--- src/rtl/tag_lookup_2port_if.sv ---
// Request/response bundle for tag_lookup_2port: the core channel (read or
// write) and the snoop channel (read only). Each channel has a valid/ready
// request side and a valid/ready response side.
// The slave modport is the lookup stage; the master modport is the requester.
interface tag_lookup_2port_if #(
  parameter int els_p         = 64,
  parameter int tag_width_p   = 20,
  parameter int state_width_p = 2
);
  localparam int addr_width_lp = $clog2(els_p);

  logic                     core_v_i;
  logic                     core_ready_o;
  logic                     core_w_i;
  logic [addr_width_lp-1:0] core_index_i;
  logic [tag_width_p-1:0]   core_tag_i;
  logic [state_width_p-1:0] core_state_i;
  logic                     core_resp_v_o;
  logic                     core_resp_ready_i;
  logic                     core_hit_o;
  logic [state_width_p-1:0] core_state_o;

  logic                     snoop_v_i;
  logic                     snoop_ready_o;
  logic [addr_width_lp-1:0] snoop_index_i;
  logic [tag_width_p-1:0]   snoop_tag_i;
  logic                     snoop_resp_v_o;
  logic                     snoop_resp_ready_i;
  logic                     snoop_hit_o;
  logic [state_width_p-1:0] snoop_state_o;

  modport master (
    output core_v_i, core_w_i, core_index_i, core_tag_i, core_state_i, core_resp_ready_i,
    input  core_ready_o, core_resp_v_o, core_hit_o, core_state_o,
    output snoop_v_i, snoop_index_i, snoop_tag_i, snoop_resp_ready_i,
    input  snoop_ready_o, snoop_resp_v_o, snoop_hit_o, snoop_state_o
  );

  modport slave (
    input  core_v_i, core_w_i, core_index_i, core_tag_i, core_state_i, core_resp_ready_i,
    output core_ready_o, core_resp_v_o, core_hit_o, core_state_o,
    input  snoop_v_i, snoop_index_i, snoop_tag_i, snoop_resp_ready_i,
    output snoop_ready_o, snoop_resp_v_o, snoop_hit_o, snoop_state_o
  );
endinterface

--- src/rtl/tag_lookup_2port.sv ---
// Lookup stage in front of a 2-read/1-write synchronous tag memory.
// Core channel drives memory port A (read or write), snoop channel drives
// port B (read only). Read data arrives one cycle after the request; the
// tag compare happens then and {hit, state} is pushed into a 2-entry
// per-channel response FIFO, so a response is visible two cycles after accept.
// A core write owns the cycle: the snoop channel is held off so the memory
// never sees a write together with a second read.
// Optional build macro: TAG_LOOKUP_CHECK_EN enables concurrent assertions.
//
// Channel arrays below use index 0 = core, 1 = snoop.
module tag_lookup_2port #(
  parameter int els_p         = 64,
  parameter int tag_width_p   = 20,
  parameter int state_width_p = 2,
  localparam int addr_width_lp = $clog2(els_p),
  localparam int word_width_lp = state_width_p + tag_width_p
) (
  input  logic                     clk_i,
  input  logic                     reset_i,
  tag_lookup_2port_if.slave        req_if,
  output logic                     mem_a_v_o,
  output logic                     mem_a_w_o,
  output logic [addr_width_lp-1:0] mem_a_addr_o,
  output logic [word_width_lp-1:0] mem_a_data_o,
  input  logic [word_width_lp-1:0] mem_a_data_i,
  output logic                     mem_b_v_o,
  output logic [addr_width_lp-1:0] mem_b_addr_o,
  input  logic [word_width_lp-1:0] mem_b_data_i
);
  localparam int entry_width_lp = 1 + state_width_p;

  // in-flight read (issued last cycle) and the tag it is looking for
  logic [1:0]                s1_v_q, s1_v_d;
  logic [tag_width_p-1:0]    s1_tag_q [2];
  logic [tag_width_p-1:0]    s1_tag_d [2];

  // response FIFOs of {hit, state}
  logic [entry_width_lp-1:0] fifo_q [2][2];
  logic [entry_width_lp-1:0] fifo_d [2][2];
  logic [1:0]                rd_ptr_q, rd_ptr_d;
  logic [1:0]                wr_ptr_q, wr_ptr_d;
  logic [1:0]                count_q [2];
  logic [1:0]                count_d [2];

  logic [1:0]                push, pop, credit, rd_acc, resp_ready, resp_v;
  logic [word_width_lp-1:0]  rdata [2];
  logic [tag_width_p-1:0]    req_tag [2];
  logic [1:0]                lookup_hit;
  logic [state_width_p-1:0]  lookup_state [2];
  logic [entry_width_lp-1:0] head [2];
  logic                      core_wr_acc;
  logic                      snoop_ready;

  // Credit per channel: at most one read may be outstanding beyond what
  // the FIFO can still absorb after this cycle's pop.
  always_comb begin
    resp_ready = {req_if.snoop_resp_ready_i, req_if.core_resp_ready_i};
    for (int ch = 0; ch < 2; ch++) begin
      resp_v[ch] = (count_q[ch] != 2'd0);
      pop[ch]    = resp_v[ch] & resp_ready[ch];
      push[ch]   = s1_v_q[ch];
      credit[ch] = (({1'b0, s1_v_q[ch]} + count_q[ch] - {1'b0, pop[ch]}) <= 2'd1);
    end
  end

  // Request handshakes; an accepted core write blocks the snoop read.
  always_comb begin
    core_wr_acc = req_if.core_v_i & req_if.core_w_i & credit[0];
    snoop_ready = credit[1] & ~core_wr_acc;
    rd_acc[0]   = req_if.core_v_i & ~req_if.core_w_i & credit[0];
    rd_acc[1]   = req_if.snoop_v_i & snoop_ready;
    req_tag[0]  = req_if.core_tag_i;
    req_tag[1]  = req_if.snoop_tag_i;
    rdata[0]    = mem_a_data_i;
    rdata[1]    = mem_b_data_i;
  end

  assign req_if.core_ready_o  = credit[0];
  assign req_if.snoop_ready_o = snoop_ready;

  assign mem_a_v_o    = req_if.core_v_i & credit[0];
  assign mem_a_w_o    = req_if.core_w_i;
  assign mem_a_addr_o = req_if.core_index_i;
  assign mem_a_data_o = {req_if.core_state_i, req_if.core_tag_i};
  assign mem_b_v_o    = rd_acc[1];
  assign mem_b_addr_o = req_if.snoop_index_i;

  // Tag compare on the word returned for last cycle's read.
  always_comb begin
    for (int ch = 0; ch < 2; ch++) begin
      lookup_state[ch] = rdata[ch][word_width_lp-1 -: state_width_p];
      lookup_hit[ch]   = (rdata[ch][tag_width_p-1:0] == s1_tag_q[ch]) &&
                         (lookup_state[ch] != '0);
    end
  end

  // Next state: launch reads, push compare results, advance FIFO pointers.
  always_comb begin
    for (int ch = 0; ch < 2; ch++) begin
      s1_v_d[ch]    = rd_acc[ch];
      s1_tag_d[ch]  = rd_acc[ch] ? req_tag[ch] : s1_tag_q[ch];
      fifo_d[ch][0] = fifo_q[ch][0];
      fifo_d[ch][1] = fifo_q[ch][1];
      if (push[ch]) begin
        fifo_d[ch][wr_ptr_q[ch]] = {lookup_hit[ch], lookup_state[ch]};
      end
      wr_ptr_d[ch] = wr_ptr_q[ch] ^ push[ch];
      rd_ptr_d[ch] = rd_ptr_q[ch] ^ pop[ch];
      count_d[ch]  = count_q[ch] + {1'b0, push[ch]} - {1'b0, pop[ch]};
    end
  end

  // Response outputs from the FIFO head, forced to zero while empty.
  always_comb begin
    for (int ch = 0; ch < 2; ch++) begin
      head[ch] = resp_v[ch] ? fifo_q[ch][rd_ptr_q[ch]] : '0;
    end
  end

  assign req_if.core_resp_v_o  = resp_v[0];
  assign req_if.core_hit_o     = head[0][state_width_p];
  assign req_if.core_state_o   = head[0][state_width_p-1:0];
  assign req_if.snoop_resp_v_o = resp_v[1];
  assign req_if.snoop_hit_o    = head[1][state_width_p];
  assign req_if.snoop_state_o  = head[1][state_width_p-1:0];

  // State registers; reset discards in-flight reads and queued responses.
  always_ff @(posedge clk_i or posedge reset_i) begin
    if (reset_i) begin
      s1_v_q   <= '0;
      rd_ptr_q <= '0;
      wr_ptr_q <= '0;
      for (int ch = 0; ch < 2; ch++) begin
        s1_tag_q[ch]  <= '0;
        count_q[ch]   <= '0;
        fifo_q[ch][0] <= '0;
        fifo_q[ch][1] <= '0;
      end
    end else begin
      s1_v_q   <= s1_v_d;
      rd_ptr_q <= rd_ptr_d;
      wr_ptr_q <= wr_ptr_d;
      for (int ch = 0; ch < 2; ch++) begin
        s1_tag_q[ch]  <= s1_tag_d[ch];
        count_q[ch]   <= count_d[ch];
        fifo_q[ch][0] <= fifo_d[ch][0];
        fifo_q[ch][1] <= fifo_d[ch][1];
      end
    end
  end

`ifdef TAG_LOOKUP_CHECK_EN
  a_write_excludes_snoop: assert property (@(posedge clk_i) disable iff (reset_i)
    (mem_a_v_o && mem_a_w_o) |-> !mem_b_v_o)
    else $error("tag_lookup_2port: write issued together with snoop read");

  a_mem_v_known: assert property (@(posedge clk_i) disable iff (reset_i)
    !$isunknown({mem_a_v_o, mem_b_v_o}))
    else $error("tag_lookup_2port: X on memory valid");

  for (genvar ch = 0; ch < 2; ch++) begin : g_chk
    a_no_push_full: assert property (@(posedge clk_i) disable iff (reset_i)
      push[ch] |-> (count_q[ch] != 2'd2))
      else $error("tag_lookup_2port: response FIFO %0d pushed while full", ch);

    a_resp_stable: assert property (@(posedge clk_i) disable iff (reset_i)
      (resp_v[ch] && !resp_ready[ch]) |=> $stable(head[ch]))
      else $error("tag_lookup_2port: response %0d changed while stalled", ch);
  end
`endif

endmodule

--- src/flat_wrapper.sv ---
// flat-port wrapper written by rule: the top's interface ports become plain ports
module tag_lookup_2port_flat 
#(
  parameter int els_p         = 64,
  parameter int tag_width_p   = 20,
  parameter int state_width_p = 2,
  localparam int addr_width_lp = $clog2(els_p),
  localparam int word_width_lp = state_width_p + tag_width_p
)
  (clk_i, reset_i, mem_a_v_o, mem_a_w_o, mem_a_addr_o, mem_a_data_o, mem_a_data_i, mem_b_v_o, mem_b_addr_o, mem_b_data_i, req_if_core_v_i, req_if_core_w_i, req_if_core_index_i, req_if_core_tag_i, req_if_core_state_i, req_if_core_resp_ready_i, req_if_core_ready_o, req_if_core_resp_v_o, req_if_core_hit_o, req_if_core_state_o, req_if_snoop_v_i, req_if_snoop_index_i, req_if_snoop_tag_i, req_if_snoop_resp_ready_i, req_if_snoop_ready_o, req_if_snoop_resp_v_o, req_if_snoop_hit_o, req_if_snoop_state_o);
  tag_lookup_2port_if #(.els_p(els_p), .tag_width_p(tag_width_p), .state_width_p(state_width_p)) req_if_i ();
  input  logic clk_i;
  input  logic reset_i;
  output logic mem_a_v_o;
  output logic mem_a_w_o;
  output logic [addr_width_lp-1:0] mem_a_addr_o;
  output logic [word_width_lp-1:0] mem_a_data_o;
  input  logic [word_width_lp-1:0] mem_a_data_i;
  output logic mem_b_v_o;
  output logic [addr_width_lp-1:0] mem_b_addr_o;
  input  logic [word_width_lp-1:0] mem_b_data_i;
  input wire logic [$bits(req_if_i.core_v_i)-1:0] req_if_core_v_i;
  input wire logic [$bits(req_if_i.core_w_i)-1:0] req_if_core_w_i;
  input wire logic [$bits(req_if_i.core_index_i)-1:0] req_if_core_index_i;
  input wire logic [$bits(req_if_i.core_tag_i)-1:0] req_if_core_tag_i;
  input wire logic [$bits(req_if_i.core_state_i)-1:0] req_if_core_state_i;
  input wire logic [$bits(req_if_i.core_resp_ready_i)-1:0] req_if_core_resp_ready_i;
  output wire logic [$bits(req_if_i.core_ready_o)-1:0] req_if_core_ready_o;
  output wire logic [$bits(req_if_i.core_resp_v_o)-1:0] req_if_core_resp_v_o;
  output wire logic [$bits(req_if_i.core_hit_o)-1:0] req_if_core_hit_o;
  output wire logic [$bits(req_if_i.core_state_o)-1:0] req_if_core_state_o;
  input wire logic [$bits(req_if_i.snoop_v_i)-1:0] req_if_snoop_v_i;
  input wire logic [$bits(req_if_i.snoop_index_i)-1:0] req_if_snoop_index_i;
  input wire logic [$bits(req_if_i.snoop_tag_i)-1:0] req_if_snoop_tag_i;
  input wire logic [$bits(req_if_i.snoop_resp_ready_i)-1:0] req_if_snoop_resp_ready_i;
  output wire logic [$bits(req_if_i.snoop_ready_o)-1:0] req_if_snoop_ready_o;
  output wire logic [$bits(req_if_i.snoop_resp_v_o)-1:0] req_if_snoop_resp_v_o;
  output wire logic [$bits(req_if_i.snoop_hit_o)-1:0] req_if_snoop_hit_o;
  output wire logic [$bits(req_if_i.snoop_state_o)-1:0] req_if_snoop_state_o;
  assign req_if_i.core_v_i = req_if_core_v_i;
  assign req_if_i.core_w_i = req_if_core_w_i;
  assign req_if_i.core_index_i = req_if_core_index_i;
  assign req_if_i.core_tag_i = req_if_core_tag_i;
  assign req_if_i.core_state_i = req_if_core_state_i;
  assign req_if_i.core_resp_ready_i = req_if_core_resp_ready_i;
  assign req_if_core_ready_o = req_if_i.core_ready_o;
  assign req_if_core_resp_v_o = req_if_i.core_resp_v_o;
  assign req_if_core_hit_o = req_if_i.core_hit_o;
  assign req_if_core_state_o = req_if_i.core_state_o;
  assign req_if_i.snoop_v_i = req_if_snoop_v_i;
  assign req_if_i.snoop_index_i = req_if_snoop_index_i;
  assign req_if_i.snoop_tag_i = req_if_snoop_tag_i;
  assign req_if_i.snoop_resp_ready_i = req_if_snoop_resp_ready_i;
  assign req_if_snoop_ready_o = req_if_i.snoop_ready_o;
  assign req_if_snoop_resp_v_o = req_if_i.snoop_resp_v_o;
  assign req_if_snoop_hit_o = req_if_i.snoop_hit_o;
  assign req_if_snoop_state_o = req_if_i.snoop_state_o;
  tag_lookup_2port #(.els_p(els_p), .tag_width_p(tag_width_p), .state_width_p(state_width_p)) u_core (.clk_i(clk_i), .reset_i(reset_i), .req_if(req_if_i), .mem_a_v_o(mem_a_v_o), .mem_a_w_o(mem_a_w_o), .mem_a_addr_o(mem_a_addr_o), .mem_a_data_o(mem_a_data_o), .mem_a_data_i(mem_a_data_i), .mem_b_v_o(mem_b_v_o), .mem_b_addr_o(mem_b_addr_o), .mem_b_data_i(mem_b_data_i));
endmodule
--- config.mk ---
export PLATFORM = sky130hd
export DESIGN_NAME = tag_lookup_2port_flat
export DESIGN_NICKNAME = d
export VERILOG_FILES = /design/src/rtl/tag_lookup_2port_if.sv /design/src/rtl/tag_lookup_2port.sv /design/src/flat_wrapper.sv
export SDC_FILE = /design/constraint.sdc
export NUM_CORES = 1
export LEC_CHECK = 0
export ABC_AREA = 0
export CAP_MARGIN = 10
export CELL_PAD_IN_SITES_DETAIL_PLACEMENT = 1
export CELL_PAD_IN_SITES_GLOBAL_PLACEMENT = 1
export CORE_MARGIN = 8
export CORE_UTILIZATION = 34
export DETAILED_ROUTE_END_ITERATION = 10
export GPL_TIMING_DRIVEN = 0
export PLACE_DENSITY = 0.89
export REMOVE_ABC_BUFFERS = 1
export SKIP_LAST_GASP = 1
export SLEW_MARGIN = 20
export SYNTH_ARGS = -nofsm -noshare
export SYNTH_HDL_FRONTEND = slang
export SYNTH_SLANG_ARGS = --single-unit
--- constraint.sdc ---
create_clock -name clk_i -period 4.2 [get_ports clk_i]
set_clock_uncertainty 0.15 [all_clocks]
set_input_delay 0.63 -clock clk_i [delete_from_list [all_inputs] [get_ports clk_i]]
set_output_delay 0.63 -clock clk_i [all_outputs]
set_load 0.03 [all_outputs]
==> impl_metrics.ini, run 1 <==
[global_route]
grt_pass1_vias = 2572
antenna_found_initial = 0
grt_max_degree = 33
grtUsageTotal_pct = 13.2
globalRouteOverflowTotal = 0
grt_first_pass_wirelength_um = 13500

[detailed_routing]
wl_per_cell_um = 17.1
route.detailed.drc = 0
drt_pass1_iterations = 4
ant_nets = 0
vias_per_cell = 4.43
vias = 2198
drt-total-wl_um = 8460
drtIter0Drc = 65

[logic_synthesis]
ys_warn_count = 0
synth_area_um2 = 3340
synth-seq-cells = 62
synth_cell_type_count = 24
synth-seq-area-share_pct = 46.4
syn-instance-count = 264
syn_avg_cell_area_um2 = 12.7

[floorplanning]
die_area_um2 = 13300
design.portCount = 152
design.core.area_um2 = 9640
start_util_pct = 34.7
die_w_um = 115
die_y_um = 115
rows = 36

[power_and_ir_drop]
cellPowerDensity_nw_per_um2 = 659
power_mw = 3.05
internal-power_mw = 1.95
power_frac_comb_pct = 48.4
irDropWorstVdd_uv = 334
switchingPower_mw = 1.10
switching_share_pct = 36.1
p_leak_nw = 2.06
seqPwrFrac_pct = 36.5
clock_power_share_pct = 15.1

[placement]
pre_cts_slack_ns = -0.324
post-dp-hpwl_um = 6960
io_buffers = 123
gp_congestion = 0.717

[min_path]
min_path_type = flip-flop to flip-flop

[setup_path]
end_kind = primary output
critical_path_class = input pin to primary output
cp.required_ns = 3.42
critPathLaunchType = input pin
max_stage_delay_ns = 0.46
path_cells = clkdlybuf4s50_1 -> nor2b_1 -> ha_1 -> inv_1 -> ha_1 -> xnor3_2 -> a31oi_4 -> nand2_4 -> inv_1 -> dlygate4sd2_1
crit_arrival_ns = 3.20
crit_path_max_fanout = 21
crit_path_top_delay_cell = clkdlybuf4s50_1

[cells_and_area]
layout-drive-gt1-share_pct = 19.3
area_delta_synth_final_pct = 38.4
multiInputGateArea_um2 = 1410
fin_nets = 471
final_core_util_pct = 48.0
num-fill-cells = 1039
layout_common_cells = clkdlybuf4s50_1 (122), dfrtp_1 (62), xor2_1 (40), mux2_2 (29), mux2_4 (19)
num_antenna_cells = 0
seq_area_um2 = 1550
layout_commonest_cell = clkdlybuf4s50_1

[clocking]
clock_latency_ns = 0.33
cts.sinks = 62
cts_root_buf = clkbuf_8
clk_pin_slew_ns = 0.07
numCtsBuffers = 9
post_cts_buffers = 0
cts_tree = done
htreeDepth = 3
hold_buffers = 0
max-clock-path-buffers = 2
ctsResizeCount = 2

[sta]
hold_viol = 0
finalMaxSlewViolations = 0
finalCritPeriodShare_pct = 94.6
max_freq_ghz = 0.252
whs_ns = 0.349
setup_viol = 0
relSlewSlack_pct = 71.7
rsz0062_at_grt = no
fin_crit_ns = 3.98
tightestPinTransition_ns = 0.425
finalWorstSetupSlack_ns = 0.225

[status]
status = complete, no violations

[flow_run]
cap_violations = 0
## critical path, delay by kind of cell
kind / cells / cell delay, ns
fa+ha+maj: 2 / 0.43
buf+inv: 4 / 1.10
compound gates: 1 / 0.25
simple gates: 2 / 0.47
xor+xnor: 1 / 0.31
## layout make-up
| type | count | area share (%) |
|---|---|---|
| clock inverters | 6 | 0.812 |
| clock buffers | 10 | 2.98 |
| repair buffers | 124 | 27.0 |
| inverters | 19 | 1.60 |
| flip-flops and latches | 62 | 33.5 |
| multi-input cells | 142 | 30.4 |
| well taps | 133 | 3.60 |
## Yosys cell counts (all sizes together)
library cell   n  share of area [%]
xnor2          2               0.52
nor3           2               0.30
o211ai         2               0.45
nor2b          2               0.37
nand2          6               0.75
xnor3          1               0.71
xor2          40                 10
nor2           8               0.90
mux2i          6                1.8
ha             8                3.0
dfrtp         62                 46
or2            1               0.26
inv           19                2.1
o31ai          4               0.90
a31oi          1               0.64
nand4          2               0.37
xor3           1               0.71
mux2          48                 18
clkbuf         2               0.22
nor4           8                1.5
buf           39                9.2
## power groups by stage
stage          clock network, mW  logic [mW]  registers, mW
6_report                   0.461        1.47           1.11
3_5_place_dp                   0        1.51           1.13
4_1_cts                    0.482        1.51           1.12
2_1_floorplan                  0        1.04           1.06
5_1_grt                    0.510        1.60           1.15
3_3_place_gp                   0        1.44           1.10
## final timing paths
check	slack (ns)	depth (start not counted)	to	from
max	0.22	10	mem_b_v_o	req_if_core_resp_ready_i
min	0.35	2	u_core.fifo_q[11]	u_core.fifo_q[11]
max reg2reg	1.36	9	u_core.s1_tag_q[13]	u_core.count_q[3]
min reg2reg	0.35	2	u_core.fifo_q[11]	u_core.fifo_q[11]
max in group asynchronous	2.88	3	u_core.wr_ptr_q[0]	reset_i
min in group asynchronous	0.51	2	u_core.s1_tag_q[10]	reset_i
## registers in the layout (all words and copies together) (netlist names)
register and cells:
u_core.count_q 4, u_core.push 2, u_core.wr_ptr_q 2, u_core.fifo_q 12, u_core.s1_tag_q 40, u_core.rd_ptr_q 2
## metrics by stage
step / cell area [µm²] / std cells / setup TNS, ns
global placement: 4420 / 479 / -0.211
finish: 4620 / 496 / 0
floorplan: 3030 / 223 / 0
CTS: 4620 / 496 / 0
global route: 4620 / 496 / 0
detailed placement: 4450 / 480 / -0.324
## per-layer routing
| metal | GRT usage, % | part of all wire (%) | routed length [µm] | vias up |
|---|---|---|---|---|
| met5 | 0 | 0 | 0 | - |
| met4 | 5.78 | 1.7 | 143 | 0 |
| met3 | 4.62 | 6.6 | 561 | 11 |
| met2 | 23.8 | 54 | 4600 | 79 |
| met1 | 13.6 | 37 | 3150 | 1079 |
| li1 | - | - | - | 1029 |
## kinds of logic (layout without fill, tap and decap cells)
family,Yosys count,after routing,synth area share (%)
compound gates,7,7,1.98
fa+ha+maj,8,8,3.00
simple gates,29,29,4.46
xor+xnor,44,44,12.4
mux,54,54,20.1
flops,62,62,46.4
buf+inv,60,159,11.6
Note: power is estimated with default switching activity, not from simulation.
==> run 2: changes to the inputs <==
- CORE_UTILIZATION: 34 -> 30
- PLACE_DENSITY: 0.89 -> 0.81
==> run 2 against run 1 <==
Compared with the run above: first-iteration DRC count is 31% lower; utilization fell by 5.0 points; die area is 11% higher; largest cell class unchanged; clock-buffer cell count did not move; combinational power about the same; sequential share of layout area down 0.23 points; sequential power hardly changed; final cell count is 1.4% higher.
==> impl_metrics.ini, run 2 (same netlist as run 1, synthesis figures left out) <==
[flow_run]
cap_violations = 0

[clocking]
cts_tree = done
cts.sinks = 62
cts_root_buf = clkbuf_8
max-clock-path-buffers = 2
htreeDepth = 3
numCtsBuffers = 9
clock_latency_ns = 0.33
clk_pin_slew_ns = 0.08
post_cts_buffers = 0

[min_path]
min_path_type = flip-flop to flip-flop

[cells_and_area]
num-fill-cells = 1192
final_core_util_pct = 42.9
num_antenna_cells = 0
area_delta_synth_final_pct = 39.4
largest_reg_flops = 40
fin_nets = 471
layout_commonest_cell = clkdlybuf4s50_1
layout-drive-gt1-share_pct = 19.0
regMostFlops = u_core.s1_tag_q
top_regs = u_core.s1_tag_q (40), u_core.fifo_q (12), u_core.count_q (4)
layout_common_cells = clkdlybuf4s50_1 (122), dfrtp_1 (62), xor2_1 (40), mux2_2 (29), mux2_4 (19)

[power_and_ir_drop]
p_leak_nw = 2.07
cellPowerDensity_nw_per_um2 = 664
irDropWorstVdd_uv = 503

[floorplanning]
die_y_um = 122
design.core.area_um2 = 10800
die_area_um2 = 14800
design.portCount = 152
rows = 38
die_w_um = 122
start_util_pct = 30.8

[sta]
hold_viol = 0
fin_crit_ns = 3.92
setup_viol = 0
tns_ns = 0
tightestPinTransition_ns = 0.418
max_freq_ghz = 0.255
finalMaxSlewViolations = 0
finalCritPeriodShare_pct = 93.2
relSlewSlack_pct = 72.1
rsz0062_at_grt = no

[global_route]
globalRouteOverflowTotal = 0
grt_pass1_vias = 2625
grt_first_pass_wirelength_um = 14100
antenna_found_initial = 0
grt_max_degree = 44
grtUsageTotal_pct = 12.2

[placement]
gp_congestion = 0.700
post-dp-hpwl_um = 6990
io_buffers = 123

[detailed_routing]
wl_per_cell_um = 17.0
ant_nets = 0
drt-total-wl_um = 8570
drt_pass1_iterations = 3
vias_per_cell = 4.37
vias = 2196
drtIter0Drc = 45
route.detailed.drc = 0

[setup_path]
crit_path_max_fanout = 21
end_kind = primary output
crit_arrival_ns = 3.14
critical_path_class = input pin to primary output
critPathLaunchType = input pin
cp.required_ns = 3.42

[status]
status = complete, no violations
-- run 2: changes by cell type in the layout (fill, tap and decap cells not counted), sizes merged --
cell    change
bufinv      +1
clkinv      -1
-- run 2: timing repair --
item,CTS,global route
hold buffers,0,0
resized for setup,2,0
endpoints found under the setup margin,1,0
-- run 2: through the flow --
step / instance area [µm²] / setup WS (ns) / cells / total power [mW] / hold WS (ns)
after floorplan: 3030 / 0.703 / 223 / 2.11 / 0.296
after global placement: 4430 / -0.219 / 486 / 2.54 / 0.312
after detailed placement: 4460 / -0.262 / 487 / 2.62 / 0.326
after CTS: 4660 / 0.228 / 503 / 3.15 / 0.345
after global routing: 4660 / 0.0998 / 503 / 3.32 / 0.361
final: 4660 / 0.284 / 503 / 3.09 / 0.336
-- run 2: critical path, cell delays in order --
cell	delay [ns]
clkdlybuf4s50_1	0.45
nor2b_1	0.21
ha_1	0.26
inv_1	0.06
ha_1	0.14
xnor3_2	0.30
a31oi_4	0.24
nand2_4	0.26
inv_1	0.16
dlygate4sd2_1	0.43
-- run 2: routing by layer --
layer	part of all wire, %	GRT usage, %	up-vias
met3	5.8	3.58	11
met1	38	13.1	1079
met2	55	22.0	78
li1	-	-	1028
met5	0	0	-
met4	1.7	4.70	0
-- run 2: final cells by class --
cell class | count | area, µm² | share of cell area, %
inverter | 19 | 73.8 | 1.59
tap | 140 | 175 | 3.76
clock inverter | 6 | 62.6 | 1.34
multi-input combinational | 142 | 1410 | 30.2
sequential | 62 | 1550 | 33.3
clock buffer | 10 | 128 | 2.74
timing repair buffer | 124 | 1260 | 27.0
-- run 2: worst paths after layout --
path / from / endpoint / slack, ns / depth (start not counted)
setup / recovery: req_if_core_resp_ready_i / mem_b_v_o / 0.28 / 10
hold / removal: u_core.fifo_q[2] / u_core.fifo_q[2] / 0.34 / 2
setup reg to reg: u_core.count_q[3] / u_core.s1_tag_q[12] / 1.48 / 9
hold reg to reg: u_core.fifo_q[2] / u_core.fifo_q[2] / 0.34 / 2
max in group asynchronous: reset_i / u_core.s1_tag_q[12] / 2.94 / 3
min in group asynchronous: reset_i / u_core.s1_tag_q[20] / 0.46 / 2
-- run 2: where the power goes --
group	internal (mW)	switching [mW]	leakage [nW]
Sequential	0.901	0.209	0.742
Combinational	0.818	0.647	1.24
Clock	0.272	0.247	0.0883
Total	1.99	1.10	2.07
